### config.mk
export PLATFORM = sky130hd
export DESIGN_NAME = cog_muldiv_flat
export DESIGN_NICKNAME = d
export VERILOG_FILES = /design/src/rtl/cog_muldiv_if.sv /design/src/rtl/cog_muldiv.sv /design/src/flat_wrapper.sv
export SDC_FILE = /design/constraint.sdc
export NUM_CORES = 1
export LEC_CHECK = 0
export BUFFER_PORTS_ARGS = -buffer_cell sky130_fd_sc_hd__buf_2
export CAP_MARGIN = 20
export CORE_MARGIN = 2
export CORE_UTILIZATION = 35
export DETAILED_ROUTE_END_ITERATION = 12
export PLACE_DENSITY = 0.48
export SLEW_MARGIN = 20
export SYNTH_ARGS = -nofsm -noshare
export SYNTH_HDL_FRONTEND = slang
export SYNTH_SLANG_ARGS = --single-unit
### constraint.sdc
create_clock -name clk_cog -period 11.39 [get_ports clk_cog]
set_input_delay 0 -clock clk_cog [delete_from_list [all_inputs] [get_ports clk_cog]]
set_output_delay 0 -clock clk_cog [all_outputs]
set_load 0.01 [all_outputs]
### src/rtl/cog_muldiv_if.sv
// cog_muldiv_if: request/result bundle between the cog sequencer and the
// iterative multiply/divide unit. The sequencer drives the master side.
interface cog_muldiv_if #(
    parameter int WIDTH = 32
) ();
    logic             start;
    logic [2:0]       op;
    logic [WIDTH-1:0] d;
    logic [WIDTH-1:0] s;
    logic             busy;
    logic             done;
    logic [WIDTH-1:0] r_lo;
    logic [WIDTH-1:0] r_hi;
    logic             co;
    logic             zo;

    modport master (
        output start, op, d, s,
        input  busy, done, r_lo, r_hi, co, zo
    );

    modport slave (
        input  start, op, d, s,
        output busy, done, r_lo, r_hi, co, zo
    );
endinterface

### src/rtl/cog_muldiv.sv
// cog_muldiv: iterative multiply/divide unit for the cog execution stage.
// Sequence IDLE -> PREP -> ITER (WIDTH/STEPS_PER_CLK cycles) -> FIX -> IDLE,
// so done always rises WIDTH/STEPS_PER_CLK + 2 edges after start is taken.
// Ops: 000 mul, 001 muls, 010 div, 011 divs. Defining COG_MULDIV_SQRT_EN
// adds 100 = unsigned integer square root of d; without it op[2] is ignored.
// WIDTH must be even and >= 8; STEPS_PER_CLK is 1, 2 or 4 and divides WIDTH.
module cog_muldiv #(
    parameter int WIDTH         = 32,
    parameter int STEPS_PER_CLK = 1
) (
    input  logic        clk_cog,
    input  logic        nres,
    cog_muldiv_if.slave bus
);

    localparam int N     = WIDTH / STEPS_PER_CLK;
    localparam int CNT_W = $clog2(N) + 1;
    localparam logic [CNT_W-1:0] CNT_LAST = CNT_W'(N - 1);
    localparam logic [CNT_W-1:0] CNT_ONE  = CNT_W'(1);

    localparam logic [1:0] ST_IDLE = 2'd0;
    localparam logic [1:0] ST_PREP = 2'd1;
    localparam logic [1:0] ST_ITER = 2'd2;
    localparam logic [1:0] ST_FIX  = 2'd3;

    // control state
    logic [1:0]       state;
    logic [CNT_W-1:0] cnt;

    // captured request
    logic [1:0]       op_q;
    logic [WIDTH-1:0] d_q;
    logic [WIDTH-1:0] s_q;

    // iteration datapath
    logic             neg_q;    // quotient / product must be negated
    logic             neg_rem;  // remainder takes the dividend's sign
    logic [WIDTH-1:0] a_reg;    // multiplicand, or dividend shifting into quotient
    logic [WIDTH-1:0] b_reg;    // multiplier shifting out MSB-first, or divisor
    logic [2*WIDTH-1:0] acc;    // product accumulator
    logic [WIDTH-1:0] rem;      // partial remainder

    // registered results
    logic             done_r;
    logic [WIDTH-1:0] r_lo_r;
    logic [WIDTH-1:0] r_hi_r;
    logic             co_r;
    logic             zo_r;

    // op decode
    logic signed_op;
    logic div_op;
    logic a_neg;
    logic b_neg;

`ifdef COG_MULDIV_SQRT_EN
    localparam int HW = WIDTH / 2;
    localparam int RW = HW + 5;  // headroom for the signed non-restoring remainder
    localparam logic [CNT_W-1:0] CNT_HALF = CNT_W'(N / 2);

    logic          sqrt_q;
    logic [HW-1:0] sq_root;
    logic [HW-1:0] sq_root_nx;
    logic [RW-1:0] sq_rem;
    logic [RW-1:0] sq_rem_nx;
    logic [RW-1:0] sq_rem_fix;
    logic [RW-1:0] sq_t;
    logic [WIDTH-1:0] sq_x_nx;

    assign signed_op = op_q[0] & ~sqrt_q;
`else
    assign signed_op = op_q[0];
`endif
    assign div_op = op_q[1];
    assign a_neg  = signed_op & d_q[WIDTH-1];
    assign b_neg  = signed_op & s_q[WIDTH-1];

    // Magnitude is formed one bit wider so the most-negative operand negates
    // exactly; its magnitude 2^(WIDTH-1) still fits the unsigned WIDTH result.
    function automatic logic [WIDTH-1:0] magnitude(input logic [WIDTH-1:0] v,
                                                   input logic             neg);
        logic [WIDTH:0] ext;
        ext = {neg, v};
        if (neg) ext = -ext;
        return ext[WIDTH-1:0];
    endfunction

    logic [2*WIDTH-1:0] mul_acc_nx;
    logic [WIDTH-1:0]   mul_b_nx;
    logic [WIDTH-1:0]   div_q_nx;
    logic [WIDTH-1:0]   div_rem_nx;
    logic [WIDTH:0]     div_t;

    // One iteration of shift-add multiply and restoring divide, STEPS_PER_CLK bits deep.
    always_comb begin
        // NOTE: every variable gets a value before any branch so no latch is inferred.
        mul_acc_nx = acc;
        mul_b_nx   = b_reg;
        div_q_nx   = a_reg;
        div_rem_nx = rem;
        div_t      = '0;
        for (int k = 0; k < STEPS_PER_CLK; k++) begin
            mul_acc_nx = {mul_acc_nx[2*WIDTH-2:0], 1'b0};
            if (mul_b_nx[WIDTH-1]) mul_acc_nx = mul_acc_nx + {{WIDTH{1'b0}}, a_reg};
            mul_b_nx = {mul_b_nx[WIDTH-2:0], 1'b0};

            div_t    = {div_rem_nx, div_q_nx[WIDTH-1]};
            div_q_nx = {div_q_nx[WIDTH-2:0], 1'b0};
            if (div_t >= {1'b0, b_reg}) begin
                div_t       = div_t - {1'b0, b_reg};
                div_q_nx[0] = 1'b1;
            end
            div_rem_nx = div_t[WIDTH-1:0];
        end
    end

`ifdef COG_MULDIV_SQRT_EN
    // Non-restoring root, two radicand bits per step; active in the last N/2 ITER cycles.
    always_comb begin
        sq_root_nx = sq_root;
        sq_rem_nx  = sq_rem;
        sq_x_nx    = a_reg;
        sq_t       = '0;
        if (cnt < CNT_HALF) begin
            for (int k = 0; k < STEPS_PER_CLK; k++) begin
                sq_t    = {sq_rem_nx[RW-3:0], sq_x_nx[WIDTH-1:WIDTH-2]};
                sq_x_nx = {sq_x_nx[WIDTH-3:0], 2'b00};
                if (sq_rem_nx[RW-1]) sq_t = sq_t + RW'({sq_root_nx, 2'b11});
                else                 sq_t = sq_t - RW'({sq_root_nx, 2'b01});
                sq_rem_nx  = sq_t;
                sq_root_nx = {sq_root_nx[HW-2:0], ~sq_t[RW-1]};
            end
        end
        sq_rem_fix = sq_rem[RW-1] ? sq_rem + RW'({sq_root, 1'b1}) : sq_rem;
    end
`endif

    logic [2*WIDTH-1:0] prod;
    logic [WIDTH-1:0]   quo;
    logic [WIDTH-1:0]   rmd;
    logic [WIDTH-1:0]   res_lo;
    logic [WIDTH-1:0]   res_hi;
    logic               res_co;
    logic               res_zo;

    // Sign correction, special divide cases and flag generation for FIX.
    always_comb begin
        prod   = neg_q   ? -acc   : acc;
        quo    = neg_q   ? -a_reg : a_reg;
        rmd    = neg_rem ? -rem   : rem;
        res_lo = prod[WIDTH-1:0];
        res_hi = prod[2*WIDTH-1:WIDTH];
        res_co = 1'b0;
        res_zo = 1'b0;
`ifdef COG_MULDIV_SQRT_EN
        if (sqrt_q) begin
            res_lo = WIDTH'(sq_root);
            res_hi = WIDTH'(sq_rem_fix);
            res_zo = (d_q == '0);
        end else
`endif
        if (div_op) begin
            if (s_q == '0) begin
                res_lo = '1;
                res_hi = d_q;
                res_co = 1'b1;
            end else if (signed_op && d_q == {1'b1, {(WIDTH-1){1'b0}}} && s_q == '1) begin
                res_lo = d_q;
                res_hi = '0;
                res_co = 1'b1;
            end else begin
                res_lo = quo;
                res_hi = rmd;
            end
            res_zo = (res_lo == '0);
        end else begin
            res_zo = (prod == '0);
            if (signed_op) res_co = (prod[2*WIDTH-1:WIDTH] != {WIDTH{prod[WIDTH-1]}});
            else           res_co = (prod[2*WIDTH-1:WIDTH] != '0);
        end
    end

    // Sequencer, iteration counter and result registers; nres clears all of them.
    always_ff @(posedge clk_cog) begin
        // NOTE: sequential state uses non-blocking assignments so every register
        // samples pre-edge values, independent of statement order.
        if (!nres) begin
            state  <= ST_IDLE;
            cnt    <= '0;
            done_r <= 1'b0;
            r_lo_r <= '0;
            r_hi_r <= '0;
            co_r   <= 1'b0;
            zo_r   <= 1'b0;
        end else begin
            done_r <= 1'b0;
            case (state)
                ST_IDLE: if (bus.start) state <= ST_PREP;
                ST_PREP: begin
                    state <= ST_ITER;
                    cnt   <= CNT_LAST;
                end
                ST_ITER: begin
                    if (cnt == '0) state <= ST_FIX;
                    else           cnt   <= cnt - CNT_ONE;
                end
                ST_FIX: begin
                    state  <= ST_IDLE;
                    done_r <= 1'b1;
                    r_lo_r <= res_lo;
                    r_hi_r <= res_hi;
                    co_r   <= res_co;
                    zo_r   <= res_zo;
                end
                default: state <= ST_IDLE;
            endcase
        end
    end

    // Operand capture, PREP set-up and per-cycle datapath advance.
    always_ff @(posedge clk_cog) begin
        // NOTE: datapath registers carry no reset; each op reloads them in
        // IDLE/PREP before they are read, and an abandoned op never reaches FIX.
        case (state)
            ST_IDLE: begin
                if (bus.start) begin
                    op_q <= bus.op[1:0];
                    d_q  <= bus.d;
                    s_q  <= bus.s;
`ifdef COG_MULDIV_SQRT_EN
                    sqrt_q <= bus.op[2];
`endif
                end
            end
            ST_PREP: begin
                neg_q   <= a_neg ^ b_neg;
                neg_rem <= a_neg;
                a_reg   <= magnitude(d_q, a_neg);
                b_reg   <= magnitude(s_q, b_neg);
                acc     <= '0;
                rem     <= '0;
`ifdef COG_MULDIV_SQRT_EN
                sq_root <= '0;
                sq_rem  <= '0;
`endif
            end
            ST_ITER: begin
`ifdef COG_MULDIV_SQRT_EN
                if (sqrt_q) begin
                    a_reg   <= sq_x_nx;
                    sq_root <= sq_root_nx;
                    sq_rem  <= sq_rem_nx;
                end else
`endif
                if (div_op) begin
                    a_reg <= div_q_nx;
                    rem   <= div_rem_nx;
                end else begin
                    acc   <= mul_acc_nx;
                    b_reg <= mul_b_nx;
                end
            end
            default: ;
        endcase
    end

    assign bus.busy = (state == ST_ITER) || (state == ST_FIX);
    assign bus.done = done_r;
    assign bus.r_lo = r_lo_r;
    assign bus.r_hi = r_hi_r;
    assign bus.co   = co_r;
    assign bus.zo   = zo_r;

endmodule

### src/flat_wrapper.sv
// flat-port wrapper written by rule: the top's interface ports become plain ports
module cog_muldiv_flat 
#(
    parameter int WIDTH         = 32,
    parameter int STEPS_PER_CLK = 1
)
  (clk_cog, nres, bus_start, bus_op, bus_d, bus_s, bus_busy, bus_done, bus_r_lo, bus_r_hi, bus_co, bus_zo);
  cog_muldiv_if #(.WIDTH(WIDTH)) bus_i ();
  input  logic clk_cog;
  input  logic nres;
  input wire logic [$bits(bus_i.start)-1:0] bus_start;
  input wire logic [$bits(bus_i.op)-1:0] bus_op;
  input wire logic [$bits(bus_i.d)-1:0] bus_d;
  input wire logic [$bits(bus_i.s)-1:0] bus_s;
  output wire logic [$bits(bus_i.busy)-1:0] bus_busy;
  output wire logic [$bits(bus_i.done)-1:0] bus_done;
  output wire logic [$bits(bus_i.r_lo)-1:0] bus_r_lo;
  output wire logic [$bits(bus_i.r_hi)-1:0] bus_r_hi;
  output wire logic [$bits(bus_i.co)-1:0] bus_co;
  output wire logic [$bits(bus_i.zo)-1:0] bus_zo;
  assign bus_i.start = bus_start;
  assign bus_i.op = bus_op;
  assign bus_i.d = bus_d;
  assign bus_i.s = bus_s;
  assign bus_busy = bus_i.busy;
  assign bus_done = bus_i.done;
  assign bus_r_lo = bus_i.r_lo;
  assign bus_r_hi = bus_i.r_hi;
  assign bus_co = bus_i.co;
  assign bus_zo = bus_i.zo;
  cog_muldiv #(.WIDTH(WIDTH), .STEPS_PER_CLK(STEPS_PER_CLK)) u_core (.clk_cog(clk_cog), .nres(nres), .bus(bus_i));
endmodule
==> results <==
- The run finished with clean final reports.
- In this run the post-CTS setup repair buffer count came out at 0.
- The data arrival time of the critical path is 5.17 ns.
- Once the floorplan was initialized, standard cells occupied 35.52% of the core.
- The number of distinct library cells after synthesis is 91.
- sky130_fd_sc_hd__edfxtp_1 takes more of the synthesized area than any other cell.
- The biggest fanout along the worst timing path is 7.
- The post-detailed-route via-to-cell ratio is 5.542.
- Setup repair after global routing left no endpoint under its margin.
- The TritonCTS sink count is 303.
- Compared with the post-synthesis result, the final layout area differs by 15.30%.
- Counting flops and latches in the post-synthesis netlist gives 303.
- The number of antenna violations at the first check in global routing was 1.
- The floorplan has 91 rows.
- The kind of start point of the critical path is a register.
- The critical path class is reg -> reg.
- The detail route stage leaves a number of antenna-violating nets equal to 0.
- The top cell type's share of synthesized area is 31.17%.
- In this run the worst setup path begins at u_core.acc[1].
- The count of buffers inserted at the top-level ports is 136.
- The register ranked first by flip-flop count is u_core.acc.
- The count of flip-flops with a built-in enable after synthesis is 228.
- The first TritonRoute pass finished after 5 iterations.
- Setup violations remaining at the end of the flow were counted as 0.
- Routability-driven placement finished with a final weighted congestion of 0.9157.
- After detailed routing, the number of remaining DRC violations is 0.
- The number of global-route vias before repair is 18.43k.
- After synthesis, the share of flip-flops with an asynchronous set or reset is 0%.
- The post-synthesis net count is 2633.
- The total number of yosys warnings is 0.
- In this design, the critical path's most frequently occurring cell is sky130_fd_sc_hd__nand4_1.
- The height of the chip is 254.5 um.
- The floorplan step defined a core boundary enclosing 61830 um^2.
- The root buffer cell is sky130_fd_sc_hd__clkbuf_16.
- The delay of the slowest cell on the worst path is 0.67 ns.
- In this run the power density over the cells is 327.1 nW/um^2.
- The peak supply drop is 141.8 uV.
- In this run the deepest clock path goes through 3 buffers.
- In this run, the number of DRC markers left after iteration 0 of detailed routing was 1491.
- Entering global routing, the biggest net connects 89 pins.
- The total clock buffers created by CTS is 40.
- The floorplan step defined a die boundary enclosing 64770 um^2.
- The synthesized netlist cell count is 2484.
- The most frequent cell after synthesis is sky130_fd_sc_hd__nand2_1.
- The kind of end point of the critical path is a register.
- The relative max-transition margin is 32.03%.
- Dividing the final minimum period by the clock period gives 41.71%.
- The cell class contributing the biggest share of worst-path delay is simple AND/OR/NAND/NOR gates.
- The combined buffer and inverter count along the critical path is 1.
- Clock-pin slew was measured on the worst setup and hold paths at 0.06 ns.
- The sum of routed wire length over all layers is 75830 um.
- In this run the static leakage power is 9.200 nW.
- The first global-routing pass estimated 112800 um of wire.
- The slowest stage of the critical path is the sky130_fd_sc_hd__or4b_2 cell.
- The data required time at the worst endpoint is 11.81 ns.
- The CTS tree is yes.
- At the end of the flow, the number of nets in the layout was 2755.
- The post-synthesis instance area is 21960 um^2.
- The number of placed cells counting well taps is 3332.
- In the synthesized netlist, the cells that appear most often are 254 x sky130_fd_sc_hd__nand2_1, 228 x sky130_fd_sc_hd__edfxtp_1, 188 x sky130_fd_sc_hd__nor2_1.
- Max-cap violations in this run came to 0.
- The hold violation count in the final report came to 0.
- The count of final max-slew check failures was 0.
- The post-route netlist has 10.73% of its cells at a drive strength greater than 1.
- 138 I/O pins were placed.
- Summed over all nets, the half-perimeter wirelength after detailed placement is 56790 um.
- After detailed routing, the average wire length per cell comes to 21.83 um.
- On the final layout, the worst clock skew is 0.02519 ns.
- The H-tree was split into 2 levels.
- Subtracting the final worst setup slack from the clock period gives 4.750 ns.
- The aggregate negative setup slack is 0 ns.
- The source-to-sink clock delay at the later pin of the worst-skew pair is 0.58 ns.
- The repair_antennas step left the layout with diodes totalling 0.
- At the pin with the least slew margin, the transition time is 1.018 ns.
- Sequential cells were found to cover 38.01% of the synthesized design area.
- The average instance area after synthesis is 8.842 um^2.
- The width of the chip is 254.5 um.
- The critical register-to-register path startpoint is u_core.acc[1].
- Timing would allow up to 210.5 MHz.
- The type of the worst min-delay path is in -> reg.
- The via count of the routed design is 19.25k.
- Fill cells in the final layout number 6242.
- Walking the worst path, the cells encountered are inv_1, ha_1, or4b_2, nor4_4, nand4_1, o41ai_2, xor2_1, nand4_1, nor4_1, nand3_1, o311ai_1, a221oi_1.
- The count of instances resized after the clock tree is built is 0.
- The startpoint identified for the worst hold timing path is bus_s[11].
- The dominant synthesized flop cell is sky130_fd_sc_hd__edfxtp_1.
- In the post-synthesis netlist, the biggest area contributors are sky130_fd_sc_hd__edfxtp_1 31%, sky130_fd_sc_hd__dfxtp_1 6.8%, sky130_fd_sc_hd__xnor2_1 5.6%, sky130_fd_sc_hd__xor2_1 4.7%, sky130_fd_sc_hd__ha_1 4.4%.
- The register with the most flip-flops in the layout has 64 of them.
- The global-route usage over all layers is 23.00%.
- The non-filler instance count after layout is 3474.
- The total overflow left after global routing is 0.
==> where the power goes <==
part / switching [mW] / internal [mW]
registers: 0.787 / 1.83
logic: 2.70 / 1.72
clock network: 0.523 / 0.732
==> cells in the final DEF, fill, tap and decap left out, types with 36 or more instances in the layout <==
cell type,n
sky130_fd_sc_hd__o31ai_1,39
sky130_fd_sc_hd__nand4_1,50
sky130_fd_sc_hd__clkbuf_16,40
sky130_fd_sc_hd__dfxtp_1,75
sky130_fd_sc_hd__o211ai_1,49
sky130_fd_sc_hd__a21o_1,39
sky130_fd_sc_hd__nor3_1,64
sky130_fd_sc_hd__inv_1,76
sky130_fd_sc_hd__mux2i_1,62
sky130_fd_sc_hd__nand2b_1,73
sky130_fd_sc_hd__a21oi_1,175
sky130_fd_sc_hd__nor2_1,187
sky130_fd_sc_hd__nand2_1,254
sky130_fd_sc_hd__buf_2,136
sky130_fd_sc_hd__nand3_1,61
sky130_fd_sc_hd__or4_1,36
sky130_fd_sc_hd__xor2_1,117
sky130_fd_sc_hd__o21ai_0,156
sky130_fd_sc_hd__edfxtp_1,228
sky130_fd_sc_hd__xnor2_1,141
sky130_fd_sc_hd__ha_1,75
sky130_fd_sc_hd__dlygate4sd3_1,69
==> cell families (layout without fill, tap and decap cells) <==
group,Yosys count,count (layout),synth area share [%]
flip-flops,303,303,38.01
XOR/XNOR,258,258,10.29
multiplexers,63,63,2.877
adder cells (fa/ha/maj),79,79,4.569
buffers and inverters,230,383,4.062
AO/OA/AOI/OAI,645,645,18.91
AND/OR/NAND/NOR,906,906,21.28
==> layer usage <==
metal | track usage, % | vias up | share of wire (%)
met2 | 38.15 | 500 | 47
met1 | 29.76 | 9227 | 44
li1 | - | 9375 | -
met3 | 2.358 | 151 | 3.8
met4 | 11.76 | 0 | 5.1
met5 | 0 | - | 0
==> worst register-to-register path: cells and delay by family, from the launching register on <==
| family | cells | cell delay (ns) |
|---|---|---|
| buffers and inverters | 1 | 0.18 |
| AOI/OAI and AO/OA | 3 | 0.84 |
| and+or+nand+nor | 6 | 2.28 |
| adders and majority gates | 1 | 0.23 |
| xor gates and xnor gates | 1 | 0.64 |
| DFF | 1 | 0.42 |
==> metrics by stage <==
stage | power (mW) | hold WS [ns] | instance area (um^2) | worst slack, ns | utilization, %
floorplan | 5.651 | 0.09887 | 21960 | 2.990 | -
global placement | 6.956 | 0.1767 | 23350 | 6.735 | 37.77
detailed placement | 6.992 | 0.1781 | 23350 | 6.689 | 37.77
CTS | 8.300 | 0.1078 | 25320 | 6.650 | 40.96
global route | 8.887 | 0.1181 | 25320 | 6.428 | 40.96
finish | 8.283 | 0.1377 | 25320 | 6.640 | 40.96
==> layout make-up <==
| type | count | area (um^2) | area share (%) |
|---|---|---|---|
| multi-input combinational | 1951 | 12780 | 50.47 |
| sequential | 303 | 8348 | 32.97 |
| timing repair buffer | 232 | 1574 | 6.216 |
| clock buffer | 53 | 1110 | 4.383 |
| tap | 837 | 1047 | 4.136 |
| inverter | 78 | 292.8 | 1.156 |
| clock inverter | 20 | 168.9 | 0.6671 |
==> worst paths after layout <==
path,endpoint,slack (ns),depth (start not counted)
max,u_core.bus.co,6.64,12
min,u_core.s_q[11],0.14,2
max reg2reg,u_core.bus.co,6.64,12
min reg2reg,u_core.bus.r_lo[10],0.47,2
==> timing repair <==
item                                    in CTS  in global routing
endpoints found under the hold margin       77                  0
endpoints found under the setup margin       0                  0
hold buffers                                69                  0
(Power assumes the default switching activity.)
